==> config.mk <==
export PLATFORM = sky130hd
export DESIGN_NAME = v_rf_wr_sched_flat
export DESIGN_NICKNAME = d
export VERILOG_FILES = /design/src/rtl/v_rf_wr_sched_if.sv /design/src/rtl/v_rf_wr_sched.sv /design/src/flat_wrapper.sv
export SDC_FILE = /design/constraint.sdc
export NUM_CORES = 2
export LEC_CHECK = 0
export CELL_PAD_IN_SITES_DETAIL_PLACEMENT = 1
export CELL_PAD_IN_SITES_GLOBAL_PLACEMENT = 1
export CORE_AREA = 2 2 729 731
export CTS_BUF_LIST = sky130_fd_sc_hd__clkbuf_8
export CTS_CLUSTER_SIZE = 25
export DETAILED_ROUTE_END_ITERATION = 8
export DIE_AREA = 0 0 731 733
export DONT_BUFFER_PORTS = 1
export PLACE_DENSITY_LB_ADDON = 0.12
export SYNTH_ARGS = -nofsm -noshare
export SYNTH_HDL_FRONTEND = slang
export SYNTH_SLANG_ARGS = --single-unit
==> constraint.sdc <==
create_clock -name clk -period 19.2 [get_ports clk]
set_input_delay 4.8 -clock clk [delete_from_list [all_inputs] [get_ports clk]]
set_output_delay 4.8 -clock clk [all_outputs]
set_load 0.01 [all_outputs]
==> src/rtl/v_rf_wr_sched_if.sv <==
// Request and register-file write bundle for the vector RF write-port scheduler.
// The scheduler uses the slave modport; requesters and the register file sit on the master side.
interface v_rf_wr_sched_if #(parameter int NREG = 32);
  logic            stall;

  logic            alu_valid;
  logic            alu_ready;
  logic [4:0]      alu_addr;
  logic [2:0]      alu_lmul;
  logic [127:0]    alu_data0, alu_data1, alu_data2, alu_data3;

  logic            lsg_valid;
  logic            lsg_ready;
  logic [4:0]      lsg_addr;
  logic [2:0]      lsg_lmul;
  logic [127:0]    lsg_data0, lsg_data1, lsg_data2, lsg_data3;

  logic            lse_valid;
  logic            lse_ready;
  logic [4:0]      lse_reg;
  logic [4:0]      lse_idx;
  logic [2:0]      lse_sew;
  logic [127:0]    lse_data;

  logic            reg_wr_en;
  logic [4:0]      reg_wr_addr;
  logic [127:0]    reg_wr_data, reg_wr_data_2, reg_wr_data_3, reg_wr_data_4;
  logic            el_wr_en;
  logic [4:0]      el_reg_wr_addr;
  logic [4:0]      el_wr_addr;
  logic [127:0]    el_wr_data;
  logic [2:0]      lmul;
  logic [2:0]      sew;
  logic [NREG-1:0] wr_mask;
  logic            err;
  logic [1:0]      err_src;

  modport slave (
    input  stall,
    input  alu_valid, alu_addr, alu_lmul, alu_data0, alu_data1, alu_data2, alu_data3,
    output alu_ready,
    input  lsg_valid, lsg_addr, lsg_lmul, lsg_data0, lsg_data1, lsg_data2, lsg_data3,
    output lsg_ready,
    input  lse_valid, lse_reg, lse_idx, lse_sew, lse_data,
    output lse_ready,
    output reg_wr_en, reg_wr_addr, reg_wr_data, reg_wr_data_2, reg_wr_data_3, reg_wr_data_4,
    output el_wr_en, el_reg_wr_addr, el_wr_addr, el_wr_data,
    output lmul, sew, wr_mask, err, err_src
  );

  modport master (
    output stall,
    output alu_valid, alu_addr, alu_lmul, alu_data0, alu_data1, alu_data2, alu_data3,
    input  alu_ready,
    output lsg_valid, lsg_addr, lsg_lmul, lsg_data0, lsg_data1, lsg_data2, lsg_data3,
    input  lsg_ready,
    output lse_valid, lse_reg, lse_idx, lse_sew, lse_data,
    input  lse_ready,
    input  reg_wr_en, reg_wr_addr, reg_wr_data, reg_wr_data_2, reg_wr_data_3, reg_wr_data_4,
    input  el_wr_en, el_reg_wr_addr, el_wr_addr, el_wr_data,
    input  lmul, sew, wr_mask, err, err_src
  );
endinterface

==> src/rtl/v_rf_wr_sched.sv <==
// Round-robin write-port scheduler for the vector register file: ALU group, load group and
// load element requesters share one registered write stage with legality checking.
module v_rf_wr_sched #(
  parameter int NREG = 32
) (
  input logic            clk,
  input logic            rst,
  v_rf_wr_sched_if.slave bus
);

  logic [1:0]      rr;
  logic [2:0]      vld;
  logic [2:0]      gnt;
  logic            gnt_any;
  logic [1:0]      win;
  int              cand;

  logic [4:0]      grp_addr;
  logic [2:0]      grp_lmul;
  logic [3:0]      grp_n;
  logic [NREG-1:0] grp_ones;
  logic [NREG-1:0] grp_mask;
  logic            grp_ok;
  logic            el_ok;

  // rr names the requester scanned first; the scan wraps modulo 3
  always_comb begin
    vld     = {bus.lse_valid, bus.lsg_valid, bus.alu_valid};
    gnt_any = 1'b0;
    win     = 2'd0;
    cand    = 0;
    for (int k = 0; k < 3; k++) begin
      cand = (int'(rr) + k) % 3;
      if (!gnt_any && vld[cand]) begin
        gnt_any = 1'b1;
        win     = 2'(cand);
      end
    end
    if (bus.stall || rst) gnt_any = 1'b0;
    gnt = gnt_any ? (3'b001 << win) : 3'b000;
  end

  assign bus.alu_ready = gnt[0];
  assign bus.lsg_ready = gnt[1];
  assign bus.lse_ready = gnt[2];

  always_comb begin
    grp_addr = (win == 2'd1) ? bus.lsg_addr : bus.alu_addr;
    grp_lmul = (win == 2'd1) ? bus.lsg_lmul : bus.alu_lmul;
    case (grp_lmul)
      3'd0:    begin grp_n = 4'd1; grp_ones = NREG'(1);  end
      3'd1:    begin grp_n = 4'd2; grp_ones = NREG'(3);  end
      3'd2:    begin grp_n = 4'd4; grp_ones = NREG'(15); end
      default: begin grp_n = 4'd0; grp_ones = '0;        end
    endcase
    grp_mask = grp_ones << grp_addr;
    grp_ok   = (grp_n != 4'd0)
            && ((grp_addr & (5'(grp_n) - 5'd1)) == 5'd0)
            && (int'(grp_addr) + int'(grp_n) - 1 <= NREG - 1);
    case (bus.lse_sew)
      3'd0:    el_ok = (bus.lse_idx < 5'd16);
      3'd1:    el_ok = (bus.lse_idx < 5'd8);
      3'd2:    el_ok = (bus.lse_idx < 5'd4);
      default: el_ok = 1'b0;
    endcase
  end

  always_ff @(posedge clk) begin
    if (rst) begin
      rr                 <= 2'd0;
      bus.reg_wr_en      <= 1'b0;
      bus.reg_wr_addr    <= '0;
      bus.reg_wr_data    <= '0;
      bus.reg_wr_data_2  <= '0;
      bus.reg_wr_data_3  <= '0;
      bus.reg_wr_data_4  <= '0;
      bus.el_wr_en       <= 1'b0;
      bus.el_reg_wr_addr <= '0;
      bus.el_wr_addr     <= '0;
      bus.el_wr_data     <= '0;
      bus.lmul           <= 3'd0;
      bus.sew            <= 3'd0;
      bus.wr_mask        <= '0;
      bus.err            <= 1'b0;
      bus.err_src        <= 2'd0;
    end else begin
      bus.reg_wr_en <= 1'b0;
      bus.el_wr_en  <= 1'b0;
      bus.wr_mask   <= '0;
      bus.err       <= 1'b0;
      if (gnt_any) begin
        rr <= (win == 2'd2) ? 2'd0 : win + 2'd1;
        if (win == 2'd2) begin
          if (el_ok) begin
            bus.el_wr_en       <= 1'b1;
            bus.el_reg_wr_addr <= bus.lse_reg;
            bus.el_wr_addr     <= bus.lse_idx;
            bus.el_wr_data     <= bus.lse_data;
            bus.sew            <= bus.lse_sew;
            bus.wr_mask        <= NREG'(1) << bus.lse_reg;
          end else begin
            bus.err     <= 1'b1;
            bus.err_src <= 2'd2;
          end
        end else if (grp_ok) begin
          bus.reg_wr_en     <= 1'b1;
          bus.reg_wr_addr   <= grp_addr;
          bus.reg_wr_data   <= (win == 2'd1) ? bus.lsg_data0 : bus.alu_data0;
          bus.reg_wr_data_2 <= (win == 2'd1) ? bus.lsg_data1 : bus.alu_data1;
          bus.reg_wr_data_3 <= (win == 2'd1) ? bus.lsg_data2 : bus.alu_data2;
          bus.reg_wr_data_4 <= (win == 2'd1) ? bus.lsg_data3 : bus.alu_data3;
          bus.lmul          <= grp_lmul;
          bus.wr_mask       <= grp_mask;
        end else begin
          bus.err     <= 1'b1;
          bus.err_src <= win;
        end
      end
    end
  end

endmodule

==> src/flat_wrapper.sv <==
// flat-port wrapper written by rule: the top's interface ports become plain ports
module v_rf_wr_sched_flat 
#(
  parameter int NREG = 32
)
  (clk, rst, bus_stall, bus_alu_valid, bus_alu_addr, bus_alu_lmul, bus_alu_data0, bus_alu_data1, bus_alu_data2, bus_alu_data3, bus_alu_ready, bus_lsg_valid, bus_lsg_addr, bus_lsg_lmul, bus_lsg_data0, bus_lsg_data1, bus_lsg_data2, bus_lsg_data3, bus_lsg_ready, bus_lse_valid, bus_lse_reg, bus_lse_idx, bus_lse_sew, bus_lse_data, bus_lse_ready, bus_reg_wr_en, bus_reg_wr_addr, bus_reg_wr_data, bus_reg_wr_data_2, bus_reg_wr_data_3, bus_reg_wr_data_4, bus_el_wr_en, bus_el_reg_wr_addr, bus_el_wr_addr, bus_el_wr_data, bus_lmul, bus_sew, bus_wr_mask, bus_err, bus_err_src);
  v_rf_wr_sched_if #(.NREG(NREG)) bus_i ();
  input logic clk;
  input logic rst;
  input wire logic [$bits(bus_i.stall)-1:0] bus_stall;
  input wire logic [$bits(bus_i.alu_valid)-1:0] bus_alu_valid;
  input wire logic [$bits(bus_i.alu_addr)-1:0] bus_alu_addr;
  input wire logic [$bits(bus_i.alu_lmul)-1:0] bus_alu_lmul;
  input wire logic [$bits(bus_i.alu_data0)-1:0] bus_alu_data0;
  input wire logic [$bits(bus_i.alu_data1)-1:0] bus_alu_data1;
  input wire logic [$bits(bus_i.alu_data2)-1:0] bus_alu_data2;
  input wire logic [$bits(bus_i.alu_data3)-1:0] bus_alu_data3;
  output wire logic [$bits(bus_i.alu_ready)-1:0] bus_alu_ready;
  input wire logic [$bits(bus_i.lsg_valid)-1:0] bus_lsg_valid;
  input wire logic [$bits(bus_i.lsg_addr)-1:0] bus_lsg_addr;
  input wire logic [$bits(bus_i.lsg_lmul)-1:0] bus_lsg_lmul;
  input wire logic [$bits(bus_i.lsg_data0)-1:0] bus_lsg_data0;
  input wire logic [$bits(bus_i.lsg_data1)-1:0] bus_lsg_data1;
  input wire logic [$bits(bus_i.lsg_data2)-1:0] bus_lsg_data2;
  input wire logic [$bits(bus_i.lsg_data3)-1:0] bus_lsg_data3;
  output wire logic [$bits(bus_i.lsg_ready)-1:0] bus_lsg_ready;
  input wire logic [$bits(bus_i.lse_valid)-1:0] bus_lse_valid;
  input wire logic [$bits(bus_i.lse_reg)-1:0] bus_lse_reg;
  input wire logic [$bits(bus_i.lse_idx)-1:0] bus_lse_idx;
  input wire logic [$bits(bus_i.lse_sew)-1:0] bus_lse_sew;
  input wire logic [$bits(bus_i.lse_data)-1:0] bus_lse_data;
  output wire logic [$bits(bus_i.lse_ready)-1:0] bus_lse_ready;
  output wire logic [$bits(bus_i.reg_wr_en)-1:0] bus_reg_wr_en;
  output wire logic [$bits(bus_i.reg_wr_addr)-1:0] bus_reg_wr_addr;
  output wire logic [$bits(bus_i.reg_wr_data)-1:0] bus_reg_wr_data;
  output wire logic [$bits(bus_i.reg_wr_data_2)-1:0] bus_reg_wr_data_2;
  output wire logic [$bits(bus_i.reg_wr_data_3)-1:0] bus_reg_wr_data_3;
  output wire logic [$bits(bus_i.reg_wr_data_4)-1:0] bus_reg_wr_data_4;
  output wire logic [$bits(bus_i.el_wr_en)-1:0] bus_el_wr_en;
  output wire logic [$bits(bus_i.el_reg_wr_addr)-1:0] bus_el_reg_wr_addr;
  output wire logic [$bits(bus_i.el_wr_addr)-1:0] bus_el_wr_addr;
  output wire logic [$bits(bus_i.el_wr_data)-1:0] bus_el_wr_data;
  output wire logic [$bits(bus_i.lmul)-1:0] bus_lmul;
  output wire logic [$bits(bus_i.sew)-1:0] bus_sew;
  output wire logic [$bits(bus_i.wr_mask)-1:0] bus_wr_mask;
  output wire logic [$bits(bus_i.err)-1:0] bus_err;
  output wire logic [$bits(bus_i.err_src)-1:0] bus_err_src;
  assign bus_i.stall = bus_stall;
  assign bus_i.alu_valid = bus_alu_valid;
  assign bus_i.alu_addr = bus_alu_addr;
  assign bus_i.alu_lmul = bus_alu_lmul;
  assign bus_i.alu_data0 = bus_alu_data0;
  assign bus_i.alu_data1 = bus_alu_data1;
  assign bus_i.alu_data2 = bus_alu_data2;
  assign bus_i.alu_data3 = bus_alu_data3;
  assign bus_alu_ready = bus_i.alu_ready;
  assign bus_i.lsg_valid = bus_lsg_valid;
  assign bus_i.lsg_addr = bus_lsg_addr;
  assign bus_i.lsg_lmul = bus_lsg_lmul;
  assign bus_i.lsg_data0 = bus_lsg_data0;
  assign bus_i.lsg_data1 = bus_lsg_data1;
  assign bus_i.lsg_data2 = bus_lsg_data2;
  assign bus_i.lsg_data3 = bus_lsg_data3;
  assign bus_lsg_ready = bus_i.lsg_ready;
  assign bus_i.lse_valid = bus_lse_valid;
  assign bus_i.lse_reg = bus_lse_reg;
  assign bus_i.lse_idx = bus_lse_idx;
  assign bus_i.lse_sew = bus_lse_sew;
  assign bus_i.lse_data = bus_lse_data;
  assign bus_lse_ready = bus_i.lse_ready;
  assign bus_reg_wr_en = bus_i.reg_wr_en;
  assign bus_reg_wr_addr = bus_i.reg_wr_addr;
  assign bus_reg_wr_data = bus_i.reg_wr_data;
  assign bus_reg_wr_data_2 = bus_i.reg_wr_data_2;
  assign bus_reg_wr_data_3 = bus_i.reg_wr_data_3;
  assign bus_reg_wr_data_4 = bus_i.reg_wr_data_4;
  assign bus_el_wr_en = bus_i.el_wr_en;
  assign bus_el_reg_wr_addr = bus_i.el_reg_wr_addr;
  assign bus_el_wr_addr = bus_i.el_wr_addr;
  assign bus_el_wr_data = bus_i.el_wr_data;
  assign bus_lmul = bus_i.lmul;
  assign bus_sew = bus_i.sew;
  assign bus_wr_mask = bus_i.wr_mask;
  assign bus_err = bus_i.err;
  assign bus_err_src = bus_i.err_src;
  v_rf_wr_sched #(.NREG(NREG)) u_core (.clk(clk), .rst(rst), .bus(bus_i));
endmodule
# Word level (Yosys, flattened, before mapping)
# Cells that the tools add are included.
# totals
register_bits,700
in_bits,1187
# op_classes
add_sub_neg,6
div,3
n_lt_le_gt_ge,7
eq_ne,8
n_shift,3
muxes,38
bitwise,3
reduce_logical,17
# ops
operator,n
$mux 128,4
$lt 32x4->1 const B,3
$mux 32,3
$mod 32x3->32 const B,2
$le 32x6->1 const B,1
$mod 3x3->32 const B,1
$shl 1x5->32 const A,1
$shl 4x5->32,1
$sub 32x2->32 const B,1
$mux 1,15
$mux 2,7
$pmux 4 s3,1
$pmux 3 s3,1
$reduce_and 3->1,3
$add 5x3->6,1
$bmux 1 s2,3
$eq 3x1->1 const B,2
$eq 3x2->1 const B,2
$logic_not 3->1,2
$mux 3,2
$reduce_or 3->1,2
$and 5x5->5,1
$logic_not 5->1,1
$lt 5x3->1 const B,1
other kinds (18),24

# Logic depth before layout (Yosys ltp)
# depth
ltp_word,22
mapped_depth,29
ltp_nobuf,21

# Worst setup path before layout
# Ideal clock, no wire load.
# synth_timing
kind,input to output
from,in bus_lse_valid
to,out bus_lse_ready
arrival_ns,6.804
slack_ns,7.596
path_stages,10
n_path_buf,5
path_cell_list,buf_2 > mux2i_1 > o221ai_2 > or3_4 > and2_1 > buf_6 > buf_2 > buf_2 > buf_1 > nor3_1
# synth_between
elab_chain_len,12
word_cells_on_any_way,22
# synth_rtl
item,line_no,text
from (decl),flat_wrapper.sv:27,input wire logic [$bits(bus_i.lse_valid)-1:0] bus_lse_valid;
$bmux 1 s2,v_rf_wr_sched.sv:34,if (!gnt_any && vld[cand]) begin
$mux 1 (not written as such) (2 in series),v_rf_wr_sched.sv:34,
$mux 1,v_rf_wr_sched.sv:34,
$logic_not 1->1,v_rf_wr_sched.sv:34,
$logic_and 1x1->1,v_rf_wr_sched.sv:34,
$mux 1,v_rf_wr_sched.sv:34,
$logic_not 1->1,v_rf_wr_sched.sv:34,
$logic_and 1x1->1,v_rf_wr_sched.sv:34,
$mux 2 or $mux 1 (tied branches),v_rf_wr_sched.sv:34,
$shl 1x2->3 or $mux 1 (tied branches),"v_rf_wr_sched.sv:40, v_rf_wr_sched.sv:39",
$mux 3 *,v_rf_wr_sched.sv:40,gnt = gnt_any ? (3'b001 << win) : 3'b000;
to (decl),flat_wrapper.sv:32,output wire logic [$bits(bus_i.lse_ready)-1:0] bus_lse_ready;
# Every way passes the cells marked *; elsewhere a longest branch is shown, timed or not. The select of a mux whose other input is x is not followed.

# Worst setup path in the final report
# layout_timing
from,in bus_lsg_valid
to,out bus_lse_ready
# layout_between
elab_chain_len,12
word_cells_on_any_way,22
# layout_rtl
item,line_no,text
from (decl),flat_wrapper.sv:19,input wire logic [$bits(bus_i.lsg_valid)-1:0] bus_lsg_valid;
$bmux 1 s2,v_rf_wr_sched.sv:34,
$mux 1 (not written as such) (2 in series),v_rf_wr_sched.sv:34,
$mux 1,v_rf_wr_sched.sv:34,
$logic_not 1->1,v_rf_wr_sched.sv:34,
$logic_and 1x1->1,v_rf_wr_sched.sv:34,
$mux 1,v_rf_wr_sched.sv:34,
$logic_not 1->1,v_rf_wr_sched.sv:34,
$logic_and 1x1->1,v_rf_wr_sched.sv:34,
$mux 2 or $mux 1 (tied branches),v_rf_wr_sched.sv:34,
$shl 1x2->3 or $mux 1 (tied branches),"v_rf_wr_sched.sv:40, v_rf_wr_sched.sv:39",
$mux 3 *,v_rf_wr_sched.sv:40,
# Marked as above.

==> out/metrics.cfg <==
[sta]
maxSlewViolCount = 0
tightest_slew_ns = 1.367
fin_worst_skew_ns = 0.1578
finalCriticalPeriod_ns = 12.15
setup_tns_ns = 0
finalSetupViolCount = 0
rsz0062_at_grt = no
relSlewSlack_pct = 8.878
hold_viol_final = 0
max_freq_ghz = 0.08229
finalCritPeriodShare_pct = 63.30

[placement]
dp_hpwl_mm = 272.1
place_congestion = 0.8259
portBuffers = 0

[worst_setup_path]
cp_num_cells = 6
path_cells = mux2i_1, o221ai_2, o31ai_2, and2_4, buf_4, nor3_1
endpoint_kind = primary output
reg2reg_depth = 22
arrival_ns = 7.35
cp.required_ns = 14.40
max_stage_delay_ns = 0.67
critPathTopFamily = simple AND/OR/NAND/NOR gates
cp_num_buf_inv = 1
critPathKind = in2out
cp-start-kind = primary input
path_max_fanout = 43
cpMaxStageDelayCell = buf_4

[finish]
multi_input_area_sq_um = 19070
seqCellArea_sq_um = 14010
final_common_cell = nand2_1
fillers = 62200
layout_common_cells = 1325 x nand2_1, 700 x dfxtp_1, 458 x a311oi_2, 449 x a21oi_2, 200 x clkbuf_8
final_net_count = 4904
drive_gt1_share_pct = 32.71
synthToLayoutAreaGrowth_pct = 29.15

[die]
pin_count = 1888
die_h_um = 733
die-area_sq_um = 535800
die_w_um = 731
coreArea_sq_um = 527500
rows = 267
initial_core_util_pct = 6.776

[power]
internal_power_uw = 2814
p_seq_share_pct = 32.7
clkPwrFrac_pct = 40.5
peakVddDrop_mv = 0.05070
design_power_total_uw = 4949
p_leak_uw = 0.01261
p_switching_uw = 2136
pwr_density_cell_nw_per_um2 = 107.2
sw_frac_of_total_pct = 43.15
power_frac_comb_pct = 26.8

[clock_tree]
cts_root_buf = clkbuf_8
postCtsHoldBufs = 0
cts_buffer_depth = 4
h-tree-depth = 4
numCtsBuffers = 180
clk_latency_ns = 1.03
cts_tree = done
path_clk_slew_ns = 0.06
cts_setup_buffers = 0
cts_num_sinks = 700
cts_resized = 0

[drt]
num_vias = 31610
drt-wirelength-per-cell_um = 31.06
ant_nets = 0
dr.pass1.iters = 4
vias_per_cell = 2.913
drc_errors = 0
routed_wl_mm = 337.0
drt_iter0_drc = 1656

[yosys]
avgSynthCellArea_sq_um = 9.277
ys_warn_count = 0
synthArstFlopShare_pct = 0
netlist_instances = 3853
ys_types = 71
synth_fa_ha_area_share_pct = 0.4411
synth_xor_area_share_pct = 0.02450
synth-simple-area-share_pct = 15.70
ys_seq_area_share_pct = 39.21
synth_edf_count = 0
synth_fp_nets = 5052
synth_ff_type = dfxtp_1
synth_compound_area_share_pct = 36.58
muxShareOfSynthArea_pct = 0.5671
synthesis.area_sq_um = 35740
ys_ff_latch = 700
synth_top_family_by_area = compound AO/OA/AOI/OAI gates

[global_routing]
grt_max_degree = 155
antenna_found_initial = 56
grt_usage_pct = 11.94
grt_overflow = 0
grt_pass1_wl_mm = 418.1
grt_pass1_vias = 33880

[run_status]
status = finished, final reports clean

[worst_hold_path]
hold_class = reg2reg
hold_path_depth = 2

[run]
maxCapViolCount = 0

[final cells by class]
type / instances / area share (%)
Sequential cell: 700 / 30.36
Tap cell: 6994 / 18.96
Clock buffer: 200 / 5.963
Multi-Input combinational cell: 2729 / 41.32
Inverter: 14 / 0.1193
Timing Repair Buffer: 80 / 1.621
Clock inverter: 95 / 1.455
Antenna cell: 39 / 0.2114
[registers in the layout, summed over array words and instances, names as in the netlist]
| signal | cells |
|---|---|
| u_core.bus.lmul | 3 |
| u_core.bus.err_src | 2 |
| u_core.bus.wr_mask | 32 |
| u_core.bus.err | 1 |
| u_core.bus.reg_wr_data_3 | 128 |
| u_core.bus.el_reg_wr_addr | 5 |
| u_core.bus.reg_wr_en | 1 |
| u_core.bus.el_wr_addr | 5 |
| u_core.bus.sew | 3 |
| u_core.rr | 2 |
| u_core.bus.reg_wr_data_4 | 128 |
| u_core.bus.reg_wr_addr | 5 |
| u_core.bus.el_wr_en | 1 |
| u_core.bus.el_wr_data | 128 |
| u_core.bus.reg_wr_data | 128 |
| u_core.bus.reg_wr_data_2 | 128 |
[synth_stat cells (14+ instances only)]
master	number	area, sq um
nand2_1	1326	4977
dfxtp_1	700	14010
a311oi_2	458	6877
a21oi_2	449	3933
clkbuf_1	224	840.8
o21ai_0	151	755.7
buf_2	80	400.4
a21oi_1	75	375.4
a311oi_1	54	473.0
buf_12	45	900.9
buf_4	43	322.8
nor2_1	22	82.58
nand3_1	17	85.08
o32ai_1	17	148.9
o22ai_1	15	93.84
inv_1	14	52.55
[power groups by stage]
stage | Clock (uW) | Combinational, uW | Sequential (uW)
after global placement | 0 | 1370 | 1660
after CTS | 2140 | 1380 | 1630
final | 2000 | 1330 | 1620
after global routing | 2190 | 1430 | 1630
after detailed placement | 0 | 1370 | 1660
after floorplan | 0 | 1020 | 1570
[cell families (layout without fill, tap and decap cells)]
| group | count (synthesis) | in the layout |
|---|---|---|
| other | 0 | 39 |
| xor gates and xnor gates | 1 | 1 |
| buffers and inverters | 424 | 389 |
| AOI/OAI and AO/OA | 1267 | 1267 |
| muxes | 19 | 19 |
| adders and majority gates | 12 | 12 |
| and+or+nand+nor | 1430 | 1430 |
| DFF | 700 | 700 |
[tightest hold or removal path: cells and delay by family (launching register included)]
kind            cells  cell delay [ns]
simple gates        1             0.06
compound gates      1             0.06
flops               1             0.34
[layer usage]
metal | global-route usage (%) | up-vias | part of all wire (%)
met4 | 3.494 | 10 | 3.1
li1 | - | 13600 | -
met2 | 19.74 | 1608 | 46
met3 | 7.900 | 339 | 15
met5 | 0 | - | 0.017
met1 | 12.24 | 16060 | 36
[per-stage QoR]
step                      worst slack, ns  instance area, sq um  cells  util (%)  hold slack [ns]
after global routing                6.800                 46090  10820     8.738           0.5336
after CTS                           6.938                 46070  10810     8.733           0.5143
after global placement              6.156                 42640  10520     8.084           0.4973
final                               7.047                 46160  10850     8.751           0.5097
after floorplan                     7.596                 35740   3853         -           0.4735
after detailed placement            6.195                 42640  10520     8.084           0.5023
[final timing paths]
kind | from | slack (ns) | end
worst max register to register | u_core.rr[0] | 10.27 | u_core.bus.reg_wr_data[13]
worst max-delay path | bus_lsg_valid | 7.05 | bus_lse_ready
worst min register to register | u_core.bus.el_wr_data[33] | 0.51 | u_core.bus.el_wr_data[33]
worst min-delay path | u_core.bus.el_wr_data[33] | 0.51 | u_core.bus.el_wr_data[33]
(Power assumes the default switching activity.)
